--- config.mk ---
export PLATFORM = sky130hd
export DESIGN_NAME = mau_lsu
export DESIGN_NICKNAME = d
export VERILOG_FILES = /design/src/rtl/mau_lsu_pkg.sv /design/src/rtl/mau_load_format.sv /design/src/rtl/mau_lsu.sv
export SDC_FILE = /design/constraint.sdc
export NUM_CORES = 1
export LEC_CHECK = 0
export CAP_MARGIN = 20
export CORE_UTILIZATION = 33
export CTS_CLUSTER_DIAMETER = 60
export DETAILED_ROUTE_END_ITERATION = 16
export PLACE_DENSITY = 0.66
export SLEW_MARGIN = 30
export SYNTH_ARGS = -nofsm -noshare
export SYNTH_HDL_FRONTEND = slang
export SYNTH_SLANG_ARGS = --single-unit
--- constraint.sdc ---
create_clock -name clk -period 13.5 [get_ports clk]
set_input_delay 2.025 -clock clk [delete_from_list [all_inputs] [get_ports clk]]
set_output_delay 2.025 -clock clk [all_outputs]
set_load 0.01 [all_outputs]
--- src/rtl/mau_lsu_pkg.sv ---
// rtl/mau_lsu_pkg.sv - shared encodings, state type and legality helper for the memory access unit
package mau_lsu_pkg;

  localparam logic [2:0] F3_LB  = 3'b000;
  localparam logic [2:0] F3_LH  = 3'b001;
  localparam logic [2:0] F3_LW  = 3'b010;
  localparam logic [2:0] F3_LBU = 3'b100;
  localparam logic [2:0] F3_LHU = 3'b101;
  localparam logic [2:0] F3_SB  = 3'b000;
  localparam logic [2:0] F3_SH  = 3'b001;
  localparam logic [2:0] F3_SW  = 3'b010;

  localparam int unsigned TIMEOUT_DEFAULT = 255;

  typedef enum logic {ST_IDLE, ST_BUS} state_t;

  // Size/sign encoding must be supported for the direction and the address naturally aligned.
  function automatic logic access_legal(input logic is_store, input logic [2:0] f3,
                                        input logic [1:0] off);
    logic ok;
    ok = 1'b0;
    case (f3)
      F3_LB:  ok = 1'b1;
      F3_LH:  ok = ~off[0];
      F3_LW:  ok = (off == 2'b00);
      F3_LBU: ok = ~is_store;
      F3_LHU: ok = ~is_store & ~off[0];
      default: ok = 1'b0;
    endcase
    return ok;
  endfunction

endpackage

--- src/rtl/mau_load_format.sv ---
// rtl/mau_load_format.sv - byte-lane select and sign/zero extension of a loaded word
module mau_load_format
  import mau_lsu_pkg::*;
(
  input  logic [31:0] rdata,
  input  logic [1:0]  offset,
  input  logic [2:0]  funct3,
  output logic [31:0] result
);

  logic [31:0] shifted;

  always_comb begin
    shifted = rdata >> {offset, 3'b000};
    result  = shifted;
    case (funct3)
      F3_LB:   result = {{24{shifted[7]}}, shifted[7:0]};
      F3_LH:   result = {{16{shifted[15]}}, shifted[15:0]};
      F3_LBU:  result = {24'h0, shifted[7:0]};
      F3_LHU:  result = {16'h0, shifted[15:0]};
      default: result = shifted;
    endcase
  end

endmodule

--- src/rtl/mau_lsu.sv ---
// rtl/mau_lsu.sv - single-outstanding load/store unit with stall, hazard and error reporting
module mau_lsu
  import mau_lsu_pkg::*;
#(
  parameter int unsigned TIMEOUT_CYCLES = TIMEOUT_DEFAULT
) (
  input  logic        clk,
  input  logic        reset,
  input  logic        riscv_LOAD,
  input  logic        riscv_STORE,
  input  logic [2:0]  funct3,
  input  logic [31:0] addr_toMAU,
  input  logic [31:0] data_toMAU,
  input  logic [4:0]  rd_addr,
  input  logic [4:0]  dec_rs1_addr,
  input  logic [4:0]  dec_rs2_addr,
  input  logic        dec_rs1en,
  input  logic        dec_rs2en,
  output logic        mem_req,
  output logic        mem_we,
  output logic [31:0] mem_addr,
  output logic [31:0] mem_wdata,
  output logic [3:0]  mem_wstrb,
  input  logic        mem_ack,
  input  logic [31:0] mem_rdata,
  output logic        mau_stall,
  output logic        MAU_data_conflict,
  output logic        wb_valid,
  output logic [4:0]  wb_rd,
  output logic [31:0] data_toReg,
  output logic        misalign_err,
  output logic        bus_err,
  output logic [31:0] err_addr
);

  state_t      state_q, state_d;
  logic [7:0]  cnt_q;
  logic [2:0]  f3_q;
  logic [1:0]  off_q;
  logic [4:0]  rd_q;
  logic        access, legal, accept, timeout;
  logic [31:0] st_wdata, fmt_data;
  logic [3:0]  st_wstrb;

  assign access  = riscv_LOAD | riscv_STORE;
  assign legal   = access_legal(riscv_STORE, funct3, addr_toMAU[1:0]);
  assign accept  = (state_q == ST_IDLE) & access & legal;
  assign timeout = (state_q == ST_BUS) & ~mem_ack & (cnt_q == 8'(TIMEOUT_CYCLES - 1));
  assign mem_req = (state_q == ST_BUS);

  assign mau_stall = accept | ((state_q == ST_BUS) & ~mem_ack & ~timeout);

  function automatic logic dec_reads(input logic [4:0] r);
    return (dec_rs1en & (dec_rs1_addr == r)) | (dec_rs2en & (dec_rs2_addr == r));
  endfunction

  // The hazard covers the accept cycle, the bus wait and the writeback cycle of a load.
  assign MAU_data_conflict =
      (accept & ~riscv_STORE & (rd_addr != 5'd0) & dec_reads(rd_addr)) |
      ((state_q == ST_BUS) & ~mem_we & (rd_q != 5'd0) & dec_reads(rd_q)) |
      (wb_valid & (wb_rd != 5'd0) & dec_reads(wb_rd));

  always_comb begin
    st_wdata = data_toMAU;
    st_wstrb = 4'b1111;
    case (funct3[1:0])
      2'b00: begin
        st_wdata = {4{data_toMAU[7:0]}};
        st_wstrb = 4'b0001 << addr_toMAU[1:0];
      end
      2'b01: begin
        st_wdata = {2{data_toMAU[15:0]}};
        st_wstrb = 4'b0011 << addr_toMAU[1:0];
      end
      default: ;
    endcase
  end

  mau_load_format u_fmt (
    .rdata  (mem_rdata),
    .offset (off_q),
    .funct3 (f3_q),
    .result (fmt_data)
  );

  always_ff @(posedge clk or posedge reset) begin
    if (reset) state_q <= ST_IDLE;
    else       state_q <= state_d;
  end

  always_comb begin
    state_d = state_q;
    case (state_q)
      ST_IDLE: if (accept) state_d = ST_BUS;
      ST_BUS:  if (mem_ack || timeout) state_d = ST_IDLE;
      default: state_d = ST_IDLE;
    endcase
  end

  always_ff @(posedge clk or posedge reset) begin
    if (reset) begin
      mem_we       <= 1'b0;
      mem_addr     <= 32'h0;
      mem_wdata    <= 32'h0;
      mem_wstrb    <= 4'h0;
      cnt_q        <= 8'h0;
      f3_q         <= 3'h0;
      off_q        <= 2'h0;
      rd_q         <= 5'h0;
      wb_valid     <= 1'b0;
      wb_rd        <= 5'h0;
      data_toReg   <= 32'h0;
      misalign_err <= 1'b0;
      bus_err      <= 1'b0;
      err_addr     <= 32'h0;
    end else begin
      wb_valid     <= 1'b0;
      misalign_err <= 1'b0;
      bus_err      <= 1'b0;
      if (state_q == ST_IDLE) begin
        if (access && !legal) begin
          misalign_err <= 1'b1;
          err_addr     <= addr_toMAU;
        end else if (accept) begin
          mem_addr  <= {addr_toMAU[31:2], 2'b00};
          mem_we    <= riscv_STORE;
          mem_wdata <= riscv_STORE ? st_wdata : 32'h0;
          mem_wstrb <= riscv_STORE ? st_wstrb : 4'h0;
          f3_q      <= funct3;
          off_q     <= addr_toMAU[1:0];
          rd_q      <= rd_addr;
          cnt_q     <= 8'h0;
        end
      end else if (mem_ack) begin
        cnt_q <= 8'h0;
        if (!mem_we) begin
          wb_valid   <= 1'b1;
          wb_rd      <= rd_q;
          data_toReg <= fmt_data;
        end
      end else if (timeout) begin
        cnt_q    <= 8'h0;
        bus_err  <= 1'b1;
        err_addr <= {mem_addr[31:2], off_q};
      end else begin
        cnt_q <= cnt_q + 8'd1;
      end
    end
  end

endmodule

==> flow_summary_export.csv, run 1 <==
group,metric,value,unit
run_status,outcome,"complete, no violations",
placed_design,gp_routability_congestion,0.889,
worst_setup_path,worstPathRequired,11.48,ns
clock_tree,cts_sinks,158,
synthesis,synthCells,778,
worst_setup_path,critPathMaxFanout,42,
pwr,p_sw,647,uW
synthesis,yosys.area_share.simple,0.133,
sta,fmax,148,MHz
routing,wirelength,22500,um
sta,period_share,0.502,
clock_tree,cts_made_buffers,17,
global_routing,grtUsageTotal,0.190,
sta,setup_tns,0,ns
routing,met2_length,10700,um
sta,clock_skew,0.0151,ns
pwr,p_int,1.29,mW
final_layout,n_fill_cell,2142,
sta,fin_ws,6.72,ns
clock_tree,clk_pin_slew_worst_paths,0.07,ns
pwr,p_seq_frac,0.383,
final_layout,diodes,0,
worst_setup_path,cp-start-kind,"primary input",
floorplanning,num_rows,55,
placed_design,pre_cts_ws,6.66,ns
final_layout,drive_above_1_share,0.114,
routing,ant_nets,0,
global_routing,grt_max_degree,94,
clock_tree,ctsHoldBuffers,0,
pwr,p_leak,4.73,nW
synthesis,avgSynthCellArea,9.94,um2
synthesis,yosysUniqueCellTypes,38,
worst_setup_path,cpMostUsedCell,"clkdlybuf4s50_1",
sta,fin_crit,6.78,ns
routing,wl_met3,1750,um
global_routing,overflow,0,
clock_tree,htreeDepth,4,
sta,setup_violations,0,
synthesis,synth_warnings,0,
clock_tree,cts_tree,"built",
routing,wl_met1,9740,um
synthesis,async_flop_share,1.00,
pwr,pwr-share-clk,0.248,
worst_setup_path,critPathMaxStageDelay,0.83,ns
synthesis,synth_edf_count,0,
pwr,power_density,173,nW/um2
clock_tree,worstSkewPairLatency,0.43,ns
sta,worst_pin_slew,0.855,ns
synthesis,synth_mux_area_frac,0.174,
sta,final_hold_viol_count,0,
routing,drtIter0Drc,234,
clock_tree,cts.repair.resized,0,
clock_tree,clockBufferDepth,2,
global_routing,grt_pass1_vias,6451,
synthesis,synth_fa_ha_area_frac,0.00324,
worst_setup_path,crit_type,"primary input to output pin",
routing,via_per_inst,4.77,
final_layout,ff_latch_area,3960,um2
sta,rsz0062_at_grt,"false",
routing,top_layer_used,"met4",
synthesis,synth_seq_cells,158,
global_routing,antenna_found_initial,0,
worst_setup_path,cp.arrival,4.75,ns
synthesis,synth_top_family_by_area,"multiplexers",
routing,post-route-drc-count,0,
routing,num_vias,6402,
worst_setup_path,crit_slowest_cell,"clkdlybuf4s50_1",
synthesis,ys_seq_area_frac,0.511,
floorplanning,start_util,0.339,
placed_design,place_hpwl,15900,um
sta,relSlewSlack,0.430,
floorplanning,ioPinCount,265,
final_layout,multi_input_area,3510,um2
clock_tree,cts-root-buf,"clkbuf_16",
floorplanning,die_w,155,um
worst_setup_path,cp_cell_sequence,"clkdlybuf4s50_1 > o41ai_4 > nand2b_4 > nand2_1 > clkdlybuf4s50_1",
final_layout,areaGrowthSynthToFinish,44.3,%
clock_tree,postCtsSetupRepairBufs,0,
run,max-cap-violations,0,
floorplanning,die_h,155,um
global_routing,grt_pass1_wl,35600,um
floorplanning,core,22800,um2
pwr,vdd_drop_max,80.3,uV
synthesis,ys.flop_type,"dfrtp_1",
sta,slew_violations,0,
hold_path,hold_path.class,"register to register",
worst_setup_path,endpoint_kind,"output pin",
pwr,power_frac_comb,0.369,
pwr,design_power_total,1.93,mW
routing,wl_per_cell,16.8,um
routing,first_pass_iters,4,
final_layout,nets,1138,
floorplanning,die_area,24000,um2
placed_design,port_buffers,262,
synthesis,syn-cell-area,7730,um2
synthesis,synth_xor_area_frac,0.0374,
synthesis,synth_compound_area_frac,0.105,
pwr,switching_share,0.335,
sta,fin_hold_ws,0.481,ns
[power by group through the flow]
stage	Sequential (mW)	Clock (mW)	Combinational, mW
detailed placement	0.748	0	0.720
global placement	0.747	0	0.708
global route	0.761	0.509	0.776
finish	0.740	0.479	0.713
CTS	0.741	0.491	0.723
floorplan	0.782	0	0.273
[synthesized netlist by cell type (7+ instances only)]
cell type | number | area (um2)
a21oi_1 | 36 | 180
buf_2 | 18 | 90.1
clkbuf_1 | 26 | 97.6
dfrtp_1 | 158 | 3950
mux2_2 | 60 | 676
mux2i_1 | 58 | 581
nand2_1 | 173 | 649
nand3_1 | 7 | 35.0
nor2_1 | 41 | 154
o21ai_0 | 106 | 531
xnor2_1 | 8 | 70.1
xor2_1 | 25 | 219
[layer usage]
| layer | up-vias | track usage |
|---|---|---|
| met5 | - | 0 |
| met4 | 0 | 0.0533 |
| met3 | 23 | 0.0624 |
| met2 | 201 | 0.305 |
| met1 | 3063 | 0.245 |
| li1 | 3115 | - |
[worst max-delay path: cells and delay by family]
kind / cells / cell delay, ns
buffers and inverters: 2 / 1.42
and+or+nand+nor: 2 / 0.62
AOI/OAI and AO/OA: 1 / 0.67
[cell type report]
type	count	share of cell area
sequential	158	0.355
multi-input combinational	562	0.315
timing repair buffer	270	0.241
clock buffer	17	0.0381
tap	313	0.0351
clock inverter	15	0.0136
inverter	6	0.00269
[layout by cell type, fill, tap and decap left out, types with 2 or more instances in the layout]
master	synthesis	final
clkdlybuf4s50_1	0	262
nand2_1	173	173
dfrtp_1	158	156
o21ai_0	106	106
mux2_2	60	60
mux2i_1	58	58
nor2_1	41	41
a21oi_1	36	36
xor2_1	25	25
clkbuf_16	0	17
xnor2_1	8	8
nand3_1	7	7
buf_4	2	7
nor2b_1	6	6
mux2_4	6	6
nor4_1	6	6
inv_8	0	5
inv_1	6	4
inv_6	0	4
nand4_1	3	3
nand2b_1	3	3
or4_1	3	3
clkinv_4	0	3
clkinv_2	0	3
or2_2	2	2
o31ai_1	2	2
nor3_1	2	2
ha_1	2	2
conb_1	1	2
dfrtp_2	0	2
[kinds of logic after synthesis]
family | Yosys count
multiplexers | 124
buffers and inverters | 59
AND/OR/NAND/NOR | 250
XOR/XNOR | 33
adder cells (fa/ha/maj) | 2
AO/OA/AOI/OAI | 151
flip-flops | 158
other | 1
[flip-flops by register name, indices dropped and copies added (netlist names)]
name	count
cnt_q	8
err_addr	32
data_toReg	32
f3_q	3
wb_rd	5
bus_err	1
mem_req	1
mem_we	1
mem_wdata	32
off_q	2
rd_q	5
misalign_err	1
wb_valid	1
mem_addr	30
mem_wstrb	4
[final timing paths]
path                         startpoint              to  slack [ns]  depth (start not counted)
min reg2reg                mem_wdata[6]    mem_wdata[6]        0.48                          2
max reg2reg                     mem_req  data_toReg[28]       10.42                          5
max                           funct3[0]       mau_stall        6.72                          5
max in group asynchronous         reset        off_q[1]        9.99                          3
min                        mem_wdata[6]    mem_wdata[6]        0.48                          2
min in group asynchronous         reset    mem_addr[23]        2.10                          2
[per-stage QoR]
step           std cells  cell area, um2  utilization
6_report            1341           11200        0.490
5_1_grt             1341           11200        0.490
4_1_cts             1341           11200        0.490
3_5_place_dp        1309           10600        0.464
3_3_place_gp        1308           10600        0.464
2_1_floorplan        779            7730            -
No activity file was read; power rests on OpenSTA's default activity.
==> inputs of run 2 (changes only) <==
- PLACE_DENSITY: 0.66 -> 0.69
- clock period: 13.5 -> 5.5 ns (I/O delays scaled with it)
==> run 2 against run 1 <==
Effect of this change: first-iteration DRC count increased by 36%; setup slack got worse by 5.1 ns; cell count up 0.22%; largest cell class unchanged; sequential share of layout area down 0.17 points; count of clock-buffer cells in the layout stayed put; combinational power rose by 150%; critical path type unchanged; clock power grew to 2.5 times the previous value; non-clock buffer count is 3 higher; highest routed layer unchanged; global-route usage is 0.36 points higher; sequential cell count stayed put.
==> flow_summary_export.csv, run 2 (synthesized netlist as in run 1, its figures left out) <==
group,metric,value,unit
final_layout,final_cells,1344,
pwr,design_power_total,4.80,mW
sta,clock_skew,0.0179,ns
routing,wl_per_cell,17.0,um
routing,ant_nets,0,
worst_setup_path,cp.arrival,3.08,ns
worst_setup_path,reg2reg_to,"err_addr[14]",
hold_path,holdPathEnd,"err_addr[5]",
routing,drtIter0Drc,319,
pwr,power_density,428,nW/um2
clock_tree,cts_sinks,158,
worst_setup_path,crit_slowest_cell,"clkdlybuf4s50_1",
pwr,p_leak,4.75,nW
hold_path,hold_depth,2,
global_routing,overflow,0,
sta,fmax,256,MHz
worst_setup_path,cp-start-kind,"primary input",
floorplanning,die_h,155,um
clock_tree,ctsHoldBuffers,0,
final_layout,nets,1141,
worst_setup_path,cpMostUsedCell,"clkdlybuf4s50_1",
sta,rsz0062_at_grt,"false",
final_layout,top_regs,"data_toReg: 32 flops, err_addr: 32 flops, mem_wdata: 32 flops",
placed_design,place_hpwl,16300,um
global_routing,grtUsageTotal,0.194,
hold_path,hold_path.class,"register to register",
run,max-cap-violations,0,
sta,fin_crit,3.91,ns
final_layout,n_fill_cell,2143,
hold_path,min_from,"err_addr[5]",
sta,slew_violations,0,
routing,wirelength,22800,um
worst_setup_path,critPathMaxFanout,40,
pwr,vdd_drop_max,183,uV
floorplanning,num_rows,55,
clock_tree,cts_made_buffers,17,
placed_design,port_buffers,262,
sta,setup_violations,0,
clock_tree,clk_pin_slew_worst_paths,0.07,ns
worst_setup_path,r2r_setup_slack,2.98,ns
clock_tree,postCtsSetupRepairBufs,0,
worst_setup_path,worstPathRequired,4.68,ns
global_routing,grt_util_met3,0.0538,
placed_design,pre_cts_ws,1.59,ns
global_routing,use_met1,0.259,
worst_setup_path,ff2ff_path_depth,7,
sta,worst_pin_slew,0.817,ns
sta,fin_hold_ws,0.477,ns
global_routing,grt_pass1_wl,36200,um
worst_setup_path,endpoint_kind,"output pin",
sta,period_share,0.710,
final_layout,mostFrequentLayoutCell,"clkdlybuf4s50_1",
routing,via_per_inst,4.79,
routing,num_vias,6443,
sta,fin_ws,1.59,ns
global_routing,grt_max_degree,89,
final_layout,layout_common_cells,"clkdlybuf4s50_1 (262), nand2_1 (173), dfrtp_1 (156)",
clock_tree,cts.repair.resized,0,
clock_tree,cts_tree,"built",
clock_tree,worstSkewPairLatency,0.42,ns
global_routing,grt_pass1_vias,6440,
floorplanning,die_w,155,um
routing,post-route-drc-count,0,
worst_setup_path,critPathMaxStageDelay,0.49,ns
floorplanning,core,22800,um2
clock_tree,cts-root-buf,"clkbuf_16",
floorplanning,start_util,0.339,
global_routing,busiest_layer,"met2",
clock_tree,htreeDepth,4,
final_layout,drive_above_1_share,0.116,
placed_design,gp_routability_congestion,0.910,
floorplanning,die_area,24000,um2
routing,first_pass_iters,5,
clock_tree,clockBufferDepth,2,
global_routing,met2_usage,0.311,
worst_setup_path,crit_type,"primary input to output pin",
final_layout,areaGrowthSynthToFinish,45.0,%
sta,relSlewSlack,0.454,
global_routing,antenna_found_initial,0,
sta,final_hold_viol_count,0,
worst_setup_path,cp_cell_sequence,"clkdlybuf4s50_1 > buf_4 > a221o_1 > o41ai_4 > o2111ai_1 > a21oi_1 > or3_1 > clkdlybuf4s50_1",
final_layout,diodes,0,
placed_design,dp.cells,1312,
worst_setup_path,worstReg2RegStart,"mem_req",
run_status,outcome,"complete, no violations",
sta,setup_tns,0,ns
floorplanning,ioPinCount,265,
[run 2: how the worst max path moves through the flow]
stage / from / to / slack (ns)
after floorplan: reset / bus_err / 0.41
after global placement: riscv_STORE / MAU_data_conflict / 1.60
after CTS: riscv_STORE / MAU_data_conflict / 1.58
final: riscv_STORE / MAU_data_conflict / 1.59
after detailed placement: riscv_STORE / MAU_data_conflict / 1.59
after global routing: riscv_STORE / MAU_data_conflict / 1.49
[run 2: worst max-delay path: cells and delay by family]
kind                   cells  cell delay [ns]
AOI/OAI and AO/OA          4             0.59
and+or+nand+nor            1             0.36
buffers and inverters      3             1.30
[run 2: routing by layer]
layer	vias to the layer above	wire [um]
met5	-	0
met4	0	272
met3	16	1590
met2	221	10600
met1	3068	10400
li1	3138	-
[run 2: cell type report]
type	instances	area [um2]	share of cell area
Sequential cell	158	3960	0.353
Multi-Input combinational cell	562	3510	0.313
Timing Repair Buffer	273	2710	0.241
Clock buffer	17	425	0.0380
Tap cell	313	392	0.0349
Clock inverter	15	191	0.0171
Inverter	6	27.5	0.00246
[run 2: metrics by stage]
step / util / cell area [um2]
after floorplan: - / 7730
after global placement: 0.465 / 10600
after detailed placement: 0.465 / 10600
after CTS: 0.492 / 11200
after global routing: 0.492 / 11200
final: 0.492 / 11200
[run 2: power by group]
group          switching, mW  internal [mW]
combinational          0.782          0.989
sequential             0.282           1.52
clock                  0.564          0.659
total                   1.63           3.17
